### src/rtl/argmin_stream.sv
// argmin_stream: pipelined argmin over a cost vector that arrives as BEATS beats of INPUTS
// packed WIDTH-bit words. Each comparator-tree level is one register stage. A global-index
// stage follows the tree, then a running-minimum accumulator merges beats. The last beat of a
// search writes the merged result to the output registers.
//
// Optional feature: define ARGMIN_SECOND_MIN_EN to add the second_value port and its logic.
// second_value is the second-smallest cost over all candidates. Duplicates count, so two
// equal minima give second_value == min_value.
//
// Ports:
//   clk          in   clock, all state on rising edge
//   rst_n        in   asynchronous active-low reset
//   in_valid     in   beat present
//   in_ready     out  beat accepted this cycle when in_valid is high
//   in_words     in   packed beat, word k at [WIDTH*k +: WIDTH]
//   out_valid    out  result present, held until out_ready
//   out_ready    in   consumer takes the result
//   min_value    out  minimum cost of the search
//   min_index    out  global index of the minimum (beat*INPUTS + word)
//   second_value out  second-smallest cost (ARGMIN_SECOND_MIN_EN only)
//
// Latency: out_valid rises LEVELS+1 cycles after the last beat's handshake.
// Throughput: one beat per cycle.
module argmin_stream #(
  parameter int unsigned WIDTH  = 8,
  parameter int unsigned INPUTS = 8,
  parameter int unsigned BEATS  = 4,
  localparam int unsigned N_CAND     = INPUTS * BEATS,
  localparam int unsigned INDEX_BITS = (N_CAND > 1) ? $clog2(N_CAND) : 1,
  localparam int unsigned LEVELS     = $clog2(INPUTS)
) (
  input  logic                    clk,
  input  logic                    rst_n,
  input  logic                    in_valid,
  output logic                    in_ready,
  input  logic [INPUTS*WIDTH-1:0] in_words,
  output logic                    out_valid,
  input  logic                    out_ready,
  output logic [WIDTH-1:0]        min_value,
  output logic [INDEX_BITS-1:0]   min_index
`ifdef ARGMIN_SECOND_MIN_EN
  ,
  output logic [WIDTH-1:0]        second_value
`endif
);

  localparam int unsigned BEAT_BITS = (BEATS > 1) ? $clog2(BEATS) : 1;

  if (WIDTH == 0 || INPUTS < 2 || (INPUTS & (INPUTS - 1)) != 0 || BEATS < 1) begin : g_param_check
    $error("argmin_stream: WIDTH must be > 0, INPUTS a power of two >= 2, BEATS >= 1");
  end

  // One tree node: value, local (in-beat) index and optionally the runner-up value.
  typedef struct packed {
    logic [WIDTH-1:0]  val;
    logic [LEVELS-1:0] idx;
`ifdef ARGMIN_SECOND_MIN_EN
    logic [WIDTH-1:0]  sec;
`endif
  } node_t;

`ifdef ARGMIN_SECOND_MIN_EN
  function automatic logic [WIDTH-1:0] min2(input logic [WIDTH-1:0] a, input logic [WIDTH-1:0] b);
    return (b < a) ? b : a;
  endfunction
`endif

  // a holds the lower indices, so a wins ties.
  function automatic node_t merge_node(input node_t a, input node_t b);
    node_t r;
    logic  b_wins;
    b_wins = b.val < a.val;
    r      = b_wins ? b : a;
`ifdef ARGMIN_SECOND_MIN_EN
    r.sec  = b_wins ? min2(a.val, b.sec) : min2(b.val, a.sec);
`endif
    return r;
  endfunction

  logic stall;
  logic advance;

  // Beat counter and tags.
  logic [BEAT_BITS-1:0] beat_cnt_q;
  logic                 beat_first;
  logic                 beat_last;

  // Heap-ordered tree: node n has children 2n and 2n+1. Nodes 1..INPUTS-1 are registers,
  // INPUTS..2*INPUTS-1 are the incoming words. Node n sits at level LEVELS-floor(log2 n),
  // so every level is exactly one register stage when all nodes load together.
  node_t node [2*INPUTS];
  node_t tree_q [INPUTS];

  // Tags travelling beside the tree; stage s holds level s+1.
  logic [LEVELS-1:0]    lvl_valid_q;
  logic [LEVELS-1:0]    lvl_first_q;
  logic [LEVELS-1:0]    lvl_last_q;
  logic [BEAT_BITS-1:0] lvl_beat_q [LEVELS];

  // Global-index stage.
  logic                  g_valid_q;
  logic                  g_first_q;
  logic                  g_last_q;
  logic [WIDTH-1:0]      g_val_q;
  logic [INDEX_BITS-1:0] g_idx_q;
  logic [INDEX_BITS-1:0] root_gidx;

  // Accumulator and merged result.
  logic [WIDTH-1:0]      acc_val_q;
  logic [INDEX_BITS-1:0] acc_idx_q;
  logic                  take_new;
  logic [WIDTH-1:0]      m_val;
  logic [INDEX_BITS-1:0] m_idx;

  // Output registers.
  logic                  out_valid_q;
  logic [WIDTH-1:0]      out_val_q;
  logic [INDEX_BITS-1:0] out_idx_q;

`ifdef ARGMIN_SECOND_MIN_EN
  logic [WIDTH-1:0] g_sec_q;
  logic [WIDTH-1:0] acc_sec_q;
  logic [WIDTH-1:0] m_sec;
  logic [WIDTH-1:0] out_sec_q;
`endif

  // Only a held, unconsumed result blocks the pipe; everything advances in lockstep.
  assign stall    = out_valid_q & ~out_ready;
  assign advance  = ~stall;
  assign in_ready = advance;

  assign beat_first = (beat_cnt_q == '0);
  assign beat_last  = (beat_cnt_q == BEAT_BITS'(BEATS - 1));

  always_ff @(posedge clk or negedge rst_n) begin
    if (!rst_n) begin
      beat_cnt_q <= '0;
    end else if (in_valid && in_ready) begin
      beat_cnt_q <= beat_last ? '0 : beat_cnt_q + 1'b1;
    end
  end

  always_comb begin
    node_t leaf;
    node[0] = '0;
    for (int unsigned n = 1; n < INPUTS; n++) begin
      node[n] = tree_q[n];
    end
    for (int unsigned k = 0; k < INPUTS; k++) begin
      leaf     = '1;  // leaf runner-up is all ones
      leaf.val = in_words[WIDTH*k +: WIDTH];
      leaf.idx = LEVELS'(k);
      node[INPUTS+k] = leaf;
    end
  end

  always_ff @(posedge clk or negedge rst_n) begin
    if (!rst_n) begin
      for (int unsigned n = 0; n < INPUTS; n++) begin
        tree_q[n] <= '0;
      end
    end else if (advance) begin
      for (int unsigned n = 1; n < INPUTS; n++) begin
        tree_q[n] <= merge_node(node[2*n], node[2*n+1]);
      end
    end
  end

  always_ff @(posedge clk or negedge rst_n) begin
    if (!rst_n) begin
      lvl_valid_q <= '0;
      lvl_first_q <= '0;
      lvl_last_q  <= '0;
      for (int unsigned s = 0; s < LEVELS; s++) begin
        lvl_beat_q[s] <= '0;
      end
    end else if (advance) begin
      lvl_valid_q[0] <= in_valid;
      lvl_first_q[0] <= beat_first;
      lvl_last_q[0]  <= beat_last;
      lvl_beat_q[0]  <= beat_cnt_q;
      for (int unsigned s = 1; s < LEVELS; s++) begin
        lvl_valid_q[s] <= lvl_valid_q[s-1];
        lvl_first_q[s] <= lvl_first_q[s-1];
        lvl_last_q[s]  <= lvl_last_q[s-1];
        lvl_beat_q[s]  <= lvl_beat_q[s-1];
      end
    end
  end

  // Global index of the tree winner; BEATS need not be a power of two, so multiply.
  assign root_gidx = INDEX_BITS'(32'(lvl_beat_q[LEVELS-1]) * 32'(INPUTS) + 32'(tree_q[1].idx));

  always_ff @(posedge clk or negedge rst_n) begin
    if (!rst_n) begin
      g_valid_q <= 1'b0;
      g_first_q <= 1'b0;
      g_last_q  <= 1'b0;
      g_val_q   <= '0;
      g_idx_q   <= '0;
`ifdef ARGMIN_SECOND_MIN_EN
      g_sec_q   <= '0;
`endif
    end else if (advance) begin
      g_valid_q <= lvl_valid_q[LEVELS-1];
      g_first_q <= lvl_first_q[LEVELS-1];
      g_last_q  <= lvl_last_q[LEVELS-1];
      g_val_q   <= tree_q[1].val;
      g_idx_q   <= root_gidx;
`ifdef ARGMIN_SECOND_MIN_EN
      g_sec_q   <= tree_q[1].sec;
`endif
    end
  end

  // Merge the beat result into the running minimum; the earlier beat keeps ties.
  always_comb begin
    take_new = g_first_q | (g_val_q < acc_val_q);
    m_val    = take_new ? g_val_q : acc_val_q;
    m_idx    = take_new ? g_idx_q : acc_idx_q;
`ifdef ARGMIN_SECOND_MIN_EN
    if (g_first_q) begin
      m_sec = g_sec_q;
    end else if (g_val_q < acc_val_q) begin
      m_sec = min2(acc_val_q, g_sec_q);
    end else begin
      m_sec = min2(g_val_q, acc_sec_q);
    end
`endif
  end

  always_ff @(posedge clk or negedge rst_n) begin
    if (!rst_n) begin
      acc_val_q   <= '0;
      acc_idx_q   <= '0;
      out_valid_q <= 1'b0;
      out_val_q   <= '0;
      out_idx_q   <= '0;
`ifdef ARGMIN_SECOND_MIN_EN
      acc_sec_q   <= '0;
      out_sec_q   <= '0;
`endif
    end else if (advance) begin
      // Not stalled means any held result is being consumed this cycle.
      out_valid_q <= g_valid_q & g_last_q;
      if (g_valid_q) begin
        acc_val_q <= m_val;
        acc_idx_q <= m_idx;
`ifdef ARGMIN_SECOND_MIN_EN
        acc_sec_q <= m_sec;
`endif
      end
      if (g_valid_q && g_last_q) begin
        out_val_q <= m_val;
        out_idx_q <= m_idx;
`ifdef ARGMIN_SECOND_MIN_EN
        out_sec_q <= m_sec;
`endif
      end
    end
  end

  assign out_valid = out_valid_q;
  assign min_value = out_val_q;
  assign min_index = out_idx_q;
`ifdef ARGMIN_SECOND_MIN_EN
  assign second_value = out_sec_q;
`endif

endmodule
### config.mk
export PLATFORM = sky130hd
export DESIGN_NAME = argmin_stream
export DESIGN_NICKNAME = d
export VERILOG_FILES = /design/src/rtl/argmin_stream.sv
export SDC_FILE = /design/constraint.sdc
export NUM_CORES = 1
export LEC_CHECK = 0
export CAP_MARGIN = 0
export CORE_MARGIN = 1.5
export CORE_UTILIZATION = 62
export DETAILED_ROUTE_END_ITERATION = 8
export GPL_TIMING_DRIVEN = 0
export PLACE_DENSITY = 0.83
export SLEW_MARGIN = 5
export SYNTH_ARGS = -nofsm -noshare
export SYNTH_HDL_FRONTEND = slang
export SYNTH_SLANG_ARGS = --single-unit
### constraint.sdc
create_clock -name clk -period 4.1 [get_ports clk]
set_clock_uncertainty 0.1 [all_clocks]
set_input_delay 0.41 -clock clk [delete_from_list [all_inputs] [get_ports clk]]
set_output_delay 0.41 -clock clk [all_outputs]
set_load 0.02 [all_outputs]
==> flow_summary_export.csv, run 1 <==
group,metric,value,unit
outcome,status,"finished clean",
placed_design,finalWeightedCongestion,0.969,
synthesis,yosysWarnings,0,
floorplanning,ios,83,
detailed_routing,drtPass1Iterations,5,
global_routing,antenna_found_initial,0,
synthesis,syn-num-nets,1066,
layout,area_growth,21.3,%
setup_path,worstSetupStartpointType,"register",
sta,slew_headroom,48.0,%
detailed_routing,ant_nets,0,
power_and_ir_drop,p_seq_share,32.0,%
global_routing,grt-ovfl-total,0,
layout,antenna_cells,0,
detailed_routing,wire_per_inst,17.8,microns
floorplanning,dieArea,0.0135,sq mm
clock_tree,cts-root-buf,"clkbuf_16",
detailed_routing,wirelength,21.8,mm
detailed_routing,drt_iter0_drc,765,
synthesis,ys_ff_latch,129,
clock_tree,htreeDepth,4,
clock_tree,cts.repair.resized,0,
sta,fin_crit_sh,85.0,%
power_and_ir_drop,power_switching,0.00292,W
sta,hold_viol,0,
clock_tree,numCtsBuffers,17,
floorplanning,die_x,116,microns
synthesis,syn_area,0.00795,sq mm
power_and_ir_drop,fin_total_pwr,0.00714,W
sta,final.min_clock_period,3490,ps
setup_path,end_kind,"output port",
sta,rsz0062_at_grt,"no",
floorplanning,initial_utilization,63.2,%
run,maxCapViolCount,0,
setup_path,path_common_cell,"buf_2",
floorplanning,core_area,0.0126,sq mm
detailed_routing,num_vias,7567,
synthesis,netlist_top_cells_area,"dfrtp_1 (41%), ha_1 (9.1%), nand2_1 (5.9%), a21oi_1 (5.5%), o21ai_0 (4.7%)",
power_and_ir_drop,p_leak,4.58,nW
power_and_ir_drop,power.density,742,mW/mm^2
layout,post-route-util,76.7,%
setup_path,crit_required,3590,ps
layout,layout.nets,1169,
power_and_ir_drop,pwr-share-clk,21.8,%
synthesis,avgSynthCellArea,8.45,sq um
setup_path,worstPathMaxFanout,10,
synthesis,netlist.area_leader.share,40.6,%
sta,setup_viol,0,
clock_tree,clockBufferDepth,2,
clock_tree,clock_latency,430,ps
setup_path,cp_cell_sequence,"nor2b_1 -> clkbuf_1 -> inv_2 -> buf_2 -> buf_2 -> buf_2 -> clkdlybuf4s50_1",
placed_design,post-dp-hpwl,15.3,mm
power_and_ir_drop,ir_drop,0.000359,V
placed_design,port_buffers,82,
global_routing,grt_pass1_vias,7216,
sta,setup_slack,614,ps
placed_design,place_area,0.00901,sq mm
synthesis,synth_seq_area_share,40.6,%
detailed_routing,via_per_inst,6.16,
clock_tree,cts_tree,"yes",
sta,tightest_slew,780,ps
sta,drv_slew,0,
synthesis,synth_area_leader_cell,"dfrtp_1",
detailed_routing,drc,0,
clock_tree,cts.sink_count,129,
power_and_ir_drop,p_int,0.00423,W
floorplanning,die_y,116,microns
floorplanning,fp-row-count,41,
global_routing,grt_usage,34.4,%
global_routing,grt_start_max_net_pins,77,
layout,final_area,0.00964,sq mm
min_path,hp-class,"register to register",
setup_path,max_stage_delay,630,ps
power_and_ir_drop,pwr-share-comb,46.2,%
sta,fmax,287,MHz
synthesis,yosysUniqueCellTypes,36,
setup_path,crit_slowest_cell,"clkdlybuf4s50_1",
synthesis,synthCells,940,
clock_tree,clkTransAtPathRegs,60,ps
setup_path,critPathKind,"register to output port",
global_routing,grt_pass1_wl,35.8,mm
layout,drive_gt1_share,7.39,%
power_and_ir_drop,switching_share,40.8,%
setup_path,cp.arrival,2980,ps
placed_design,post-place-ws,677,ps
==> routing by layer <==
| metal | track usage, % | part of all wire (%) | up-vias |
|---|---|---|---|
| li1 | - | - | 3562 |
| met1 | 43.7 | 41 | 3541 |
| met2 | 54.4 | 46 | 387 |
| met3 | 7.42 | 8.1 | 77 |
| met4 | 20.1 | 4.8 | 0 |
| met5 | 0 | 0 | - |
==> cell type report <==
cell class                      count  area (sq um)
Buffer                             55           246
Clock inverter                     12           159
Timing Repair Buffer               84           860
Fill cell                         938          2930
Sequential cell                   129          3230
Clock buffer                       20           457
Multi-Input combinational cell    697          4250
Inverter                           59           221
Tap cell                          172           215
==> synthesized netlist by cell type <==
library cell / n
mux2_2: 4
nand2b_1: 8
a21oi_1: 88
nor3_1: 53
inv_1: 58
nor3b_1: 1
o21ai_1: 6
nand2_1: 124
o2bb2ai_2: 1
nand4_1: 50
a211oi_2: 5
a32o_1: 2
mux2i_1: 13
a21o_1: 10
o21ai_0: 74
nor2b_1: 1
nor2_1: 31
ha_1: 58
buf_2: 20
and2_1: 1
nor2_4: 1
or2_2: 1
dfrtp_1: 129
o211ai_1: 1
buf_1: 2
or3_1: 11
buf_6: 2
a41o_1: 1
a211oi_1: 2
inv_2: 1
mux2_4: 10
o21a_1: 14
a211o_1: 7
clkbuf_1: 31
and3_1: 59
nand3_1: 60
==> stage by stage <==
stage | hold slack [ps] | setup TNS [ps] | instances
6_report | 364 | 0 | 1228
2_1_floorplan | 14.4 | 0 | 940
3_3_place_gp | 340 | -314230 | 1194
3_5_place_dp | 298 | 0 | 1195
4_1_cts | 361 | 0 | 1228
5_1_grt | 387 | 0 | 1228
==> path summary, 6_finish.rpt <==
check | start | end | slack (ps) | cells after the start
min in group asynchronous | rst_n | min_index[2]$_DFFE_PN0P_ | 410 | 2
worst min-delay path | lvl_last_q[1]$_DFFE_PN0N_ | lvl_last_q[1]$_DFFE_PN0N_ | 360 | 2
worst min register to register | lvl_last_q[1]$_DFFE_PN0N_ | lvl_last_q[1]$_DFFE_PN0N_ | 360 | 2
worst max-delay path | out_valid$_DFFE_PN0N_ | in_ready | 610 | 7
max in group asynchronous | rst_n | node[117]$_DFFE_PN0N_ | 2740 | 3
worst max register to register | g_val_q[7]$_DFFE_PN0N_ | acc_val_q[3]$_DFFE_PN0P_ | 1710 | 7
==> cells in the final DEF, fill, tap and decap left out, types with 7 or more instances in the layout <==
cell,count
buf_2,20
clkbuf_16,17
mux2_4,10
nand2_1,124
inv_1,58
mux2i_1,13
nand4_1,50
dfrtp_1,129
a21oi_1,88
a21o_1,10
nand3_1,60
clkbuf_1,32
o21ai_0,74
nand2b_1,8
a211o_1,7
or3_1,11
nor3_1,53
clkdlybuf4s50_1,81
ha_1,58
and3_1,59
nor2_1,31
o21a_1,14
==> flip-flops by register name, summed over array words and instances, names as in the netlist, 2 cells and up <==
signal,count
lvl_first_q,3
lvl_beat_q,6
g_idx_q,5
min_value,8
node,69
min_index,5
acc_idx_q,5
g_val_q,8
lvl_last_q,3
lvl_valid_q,3
acc_val_q,8
beat_cnt_q,2
==> worst max-delay path, delay by kind of cell (launching register included) <==
kind	cells	cell delay, ps
buffers and inverters	6	2030
DFF	1	370
and+or+nand+nor	1	120
==> timing repair <==
action / 4_1_cts / 5_1_grt
buffers inserted: 0 / 0
hold buffers: 1 / 0
hold endpoints to repair: 53 / 0
==> cell families (layout without fill, tap and decap cells) <==
group,count (synthesis),after routing,synth area share (%)
AO/OA/AOI/OAI,211,211,15.3
adder cells (fa/ha/maj),58,58,9.13
buffers and inverters,114,230,5.89
flip-flops,129,129,40.6
multiplexers,27,27,4.09
AND/OR/NAND/NOR,401,401,25.0
==> power by group through the flow <==
| stage | Combinational (W) | Sequential [W] | Clock [W] |
|---|---|---|---|
| 5_1_grt | 0.00369 | 0.00234 | 0.00163 |
| 6_report | 0.00330 | 0.00229 | 0.00156 |
| 4_1_cts | 0.00327 | 0.00226 | 0.00157 |
| 3_3_place_gp | 0.00312 | 0.00225 | 0 |
| 2_1_floorplan | 0.00228 | 0.00221 | 0 |
| 3_5_place_dp | 0.00321 | 0.00228 | 0 |
Power figures use the tool's default switching activity.
==> inputs of run 2 (changes only) <==
CORE_UTILIZATION = 45   (was 62)
PLACE_DENSITY = default   (was 0.83)
PLACE_DENSITY_LB_ADDON = 0.08   (was default)
==> run 2 against run 1 <==
  * Non-clock buffer count is the same
  * Utilization fell by 20 points
  * Fmax grew 1.6%
  * Clock power grew 4%
==> flow_summary_export.csv, run 2 (synthesis gave the netlist of run 1 again) <==
group,metric,value,unit
outcome,status,"finished clean",
clock_tree,clock_latency,420,ps
setup_path,worstPathMaxFanout,10,
global_routing,grt_pass1_vias,6977,
clock_tree,numCtsBuffers,17,
setup_path,max_stage_delay,640,ps
detailed_routing,wire_per_inst,16.8,microns
clock_tree,cts_tree,"yes",
detailed_routing,drtPass1Iterations,5,
global_routing,grt_pass1_wl,36.1,mm
sta,final.min_clock_period,3430,ps
floorplanning,core_area,0.0173,sq mm
detailed_routing,num_vias,7282,
placed_design,post-dp-hpwl,15.8,mm
floorplanning,initial_utilization,45.9,%
setup_path,critPathKind,"register to output port",
sta,hold-worst-slack,369,ps
power_and_ir_drop,p_int,0.00426,W
floorplanning,die_y,136,microns
layout,layout_common_cells,"dfrtp_1 (129), nand2_1 (124), a21oi_1 (88)",
layout,final_common_cell,"dfrtp_1",
setup_path,end_kind,"output port",
layout,drive_gt1_share,7.48,%
layout,multi_input_area,0.00425,sq mm
power_and_ir_drop,pwr-share-clk,22.7,%
run,maxCapViolCount,0,
detailed_routing,via_per_inst,5.68,
placed_design,post-place-ws,643,ps
global_routing,grt_usage,25.0,%
setup_path,crit_slowest_cell,"clkdlybuf4s50_1",
power_and_ir_drop,ir_drop,0.000413,V
clock_tree,clkTransAtPathRegs,60,ps
clock_tree,htreeDepth,4,
setup_path,cp_cell_sequence,"nor2b_1 -> clkbuf_1 -> inv_2 -> buf_2 -> buf_2 -> buf_2 -> clkdlybuf4s50_1",
setup_path,worstSetupStartpointType,"register",
layout,antenna_cells,0,
floorplanning,dieArea,0.0185,sq mm
floorplanning,die_x,136,microns
detailed_routing,ant_nets,0,
setup_path,crit_required,3590,ps
power_and_ir_drop,p_leak,4.59,nW
layout,fill_cells,1634,
sta,rsz0062_at_grt,"no",
sta,setup_viol,0,
layout,largest_reg_flops,69,
min_path,hp-class,"register to register",
detailed_routing,drt_iter0_drc,527,
global_routing,antenna_found_initial,0,
layout,post-route-util,56.2,%
setup_path,path_buf_inv,6,
clock_tree,cts.sink_count,129,
setup_path,crit_family,"buffers and inverters",
layout,layout.nets,1169,
power_and_ir_drop,power_switching,0.00286,W
power_and_ir_drop,p_seq_share,31.9,%
placed_design,place_area,0.00908,sq mm
sta,tightest_slew,853,ps
global_routing,grt_start_max_net_pins,71,
detailed_routing,wirelength,21.6,mm
layout,register_area,0.00323,sq mm
floorplanning,ios,83,
layout,final_area,0.00972,sq mm
sta,fmax,291,MHz
layout,area_growth,22.3,%
setup_path,path_common_cell,"buf_2",
placed_design,port_buffers,82,
sta,hold_viol,0,
global_routing,grt-ovfl-total,0,
sta,fin_crit_sh,83.7,%
placed_design,finalWeightedCongestion,0.901,
power_and_ir_drop,switching_share,40.2,%
floorplanning,fp-row-count,48,
clock_tree,cts-root-buf,"clkbuf_16",
power_and_ir_drop,power.density,732,mW/mm^2
sta,slew_headroom,43.1,%
sta,drv_slew,0,
sta,setup_slack,668,ps
clock_tree,postCtsSetupBuffers,0,
clock_tree,clockBufferDepth,2,
power_and_ir_drop,pwr-share-comb,45.3,%
setup_path,cp.arrival,2920,ps
detailed_routing,drc,0,
-- run 2: cell count changes in the layout (fill, tap and decap cells not counted), sizes merged --
cell,delta
inv,+4
clkinv,-2
clkbuf,-3
bufinv,+1
-- run 2: cell type report --
cell class / count / share of cell area (%)
multi-input cells: 697 / 43.7
flip-flops and latches: 129 / 33.2
repair buffers: 84 / 8.85
clock buffers: 17 / 4.38
well taps: 225 / 2.90
plain buffers: 55 / 2.54
inverters: 59 / 2.28
clock inverters: 15 / 2.12
-- run 2: final timing paths --
kind                                        endpoint  slack [ps]                 startpoint  cells past startpoint
max                                         in_ready         670      out_valid$_DFFE_PN0N_                      7
min                        lvl_beat_q[3]$_DFFE_PN0N_         370  lvl_beat_q[3]$_DFFE_PN0N_                      2
min in group asynchronous       g_last_q$_DFFE_PN0N_         440                      rst_n                      2
min reg2reg                lvl_beat_q[3]$_DFFE_PN0N_         370  lvl_beat_q[3]$_DFFE_PN0N_                      2
max reg2reg                 acc_val_q[6]$_DFFE_PN0P_        1800     g_val_q[7]$_DFFE_PN0N_                      7
max in group asynchronous      node[125]$_DFFE_PN0N_        2720                      rst_n                      3
-- run 2: metrics by stage --
stage               setup TNS [ps]  power [W]  cells
global route                     0    0.00769   1281
global placement           -358980    0.00543   1247
floorplan                        0    0.00450    940
CTS                              0    0.00715   1281
finish                           0    0.00712   1281
detailed placement               0    0.00549   1248
-- run 2: routing by layer --
| layer | part of all wire [%] | vias up | GRT usage [%] |
|---|---|---|---|
| met5 | 0 | - | 0 |
| met4 | 2.8 | 0 | 9.40 |
| li1 | - | 3563 | - |
| met2 | 45 | 292 | 39.6 |
| met3 | 6.3 | 41 | 4.85 |
| met1 | 46 | 3386 | 34.0 |
-- run 2: what timing repair did --
item / CTS / global route
endpoints found under the hold margin: 59 / 0
hold buffers: 1 / 0
gates resized for setup: 0 / 0
setup endpoints to repair: 0 / 0
-- run 2: worst register-to-register path, stage by stage (launching register included) --
cell       delay [ps]
dfrtp_1           420
ha_1              350
a41o_1            240
a21oi_1           160
o2bb2ai_2         180
nor2_4            220
buf_6             210
mux2_4            310
-- run 2: power by group through the flow --
stage	Sequential, W	Clock [W]	Combinational [W]
3_5_place_dp	0.00229	0	0.00320
5_1_grt	0.00235	0.00171	0.00364
4_1_cts	0.00227	0.00164	0.00323
6_report	0.00227	0.00162	0.00323
3_3_place_gp	0.00228	0	0.00315
2_1_floorplan	0.00221	0	0.00228
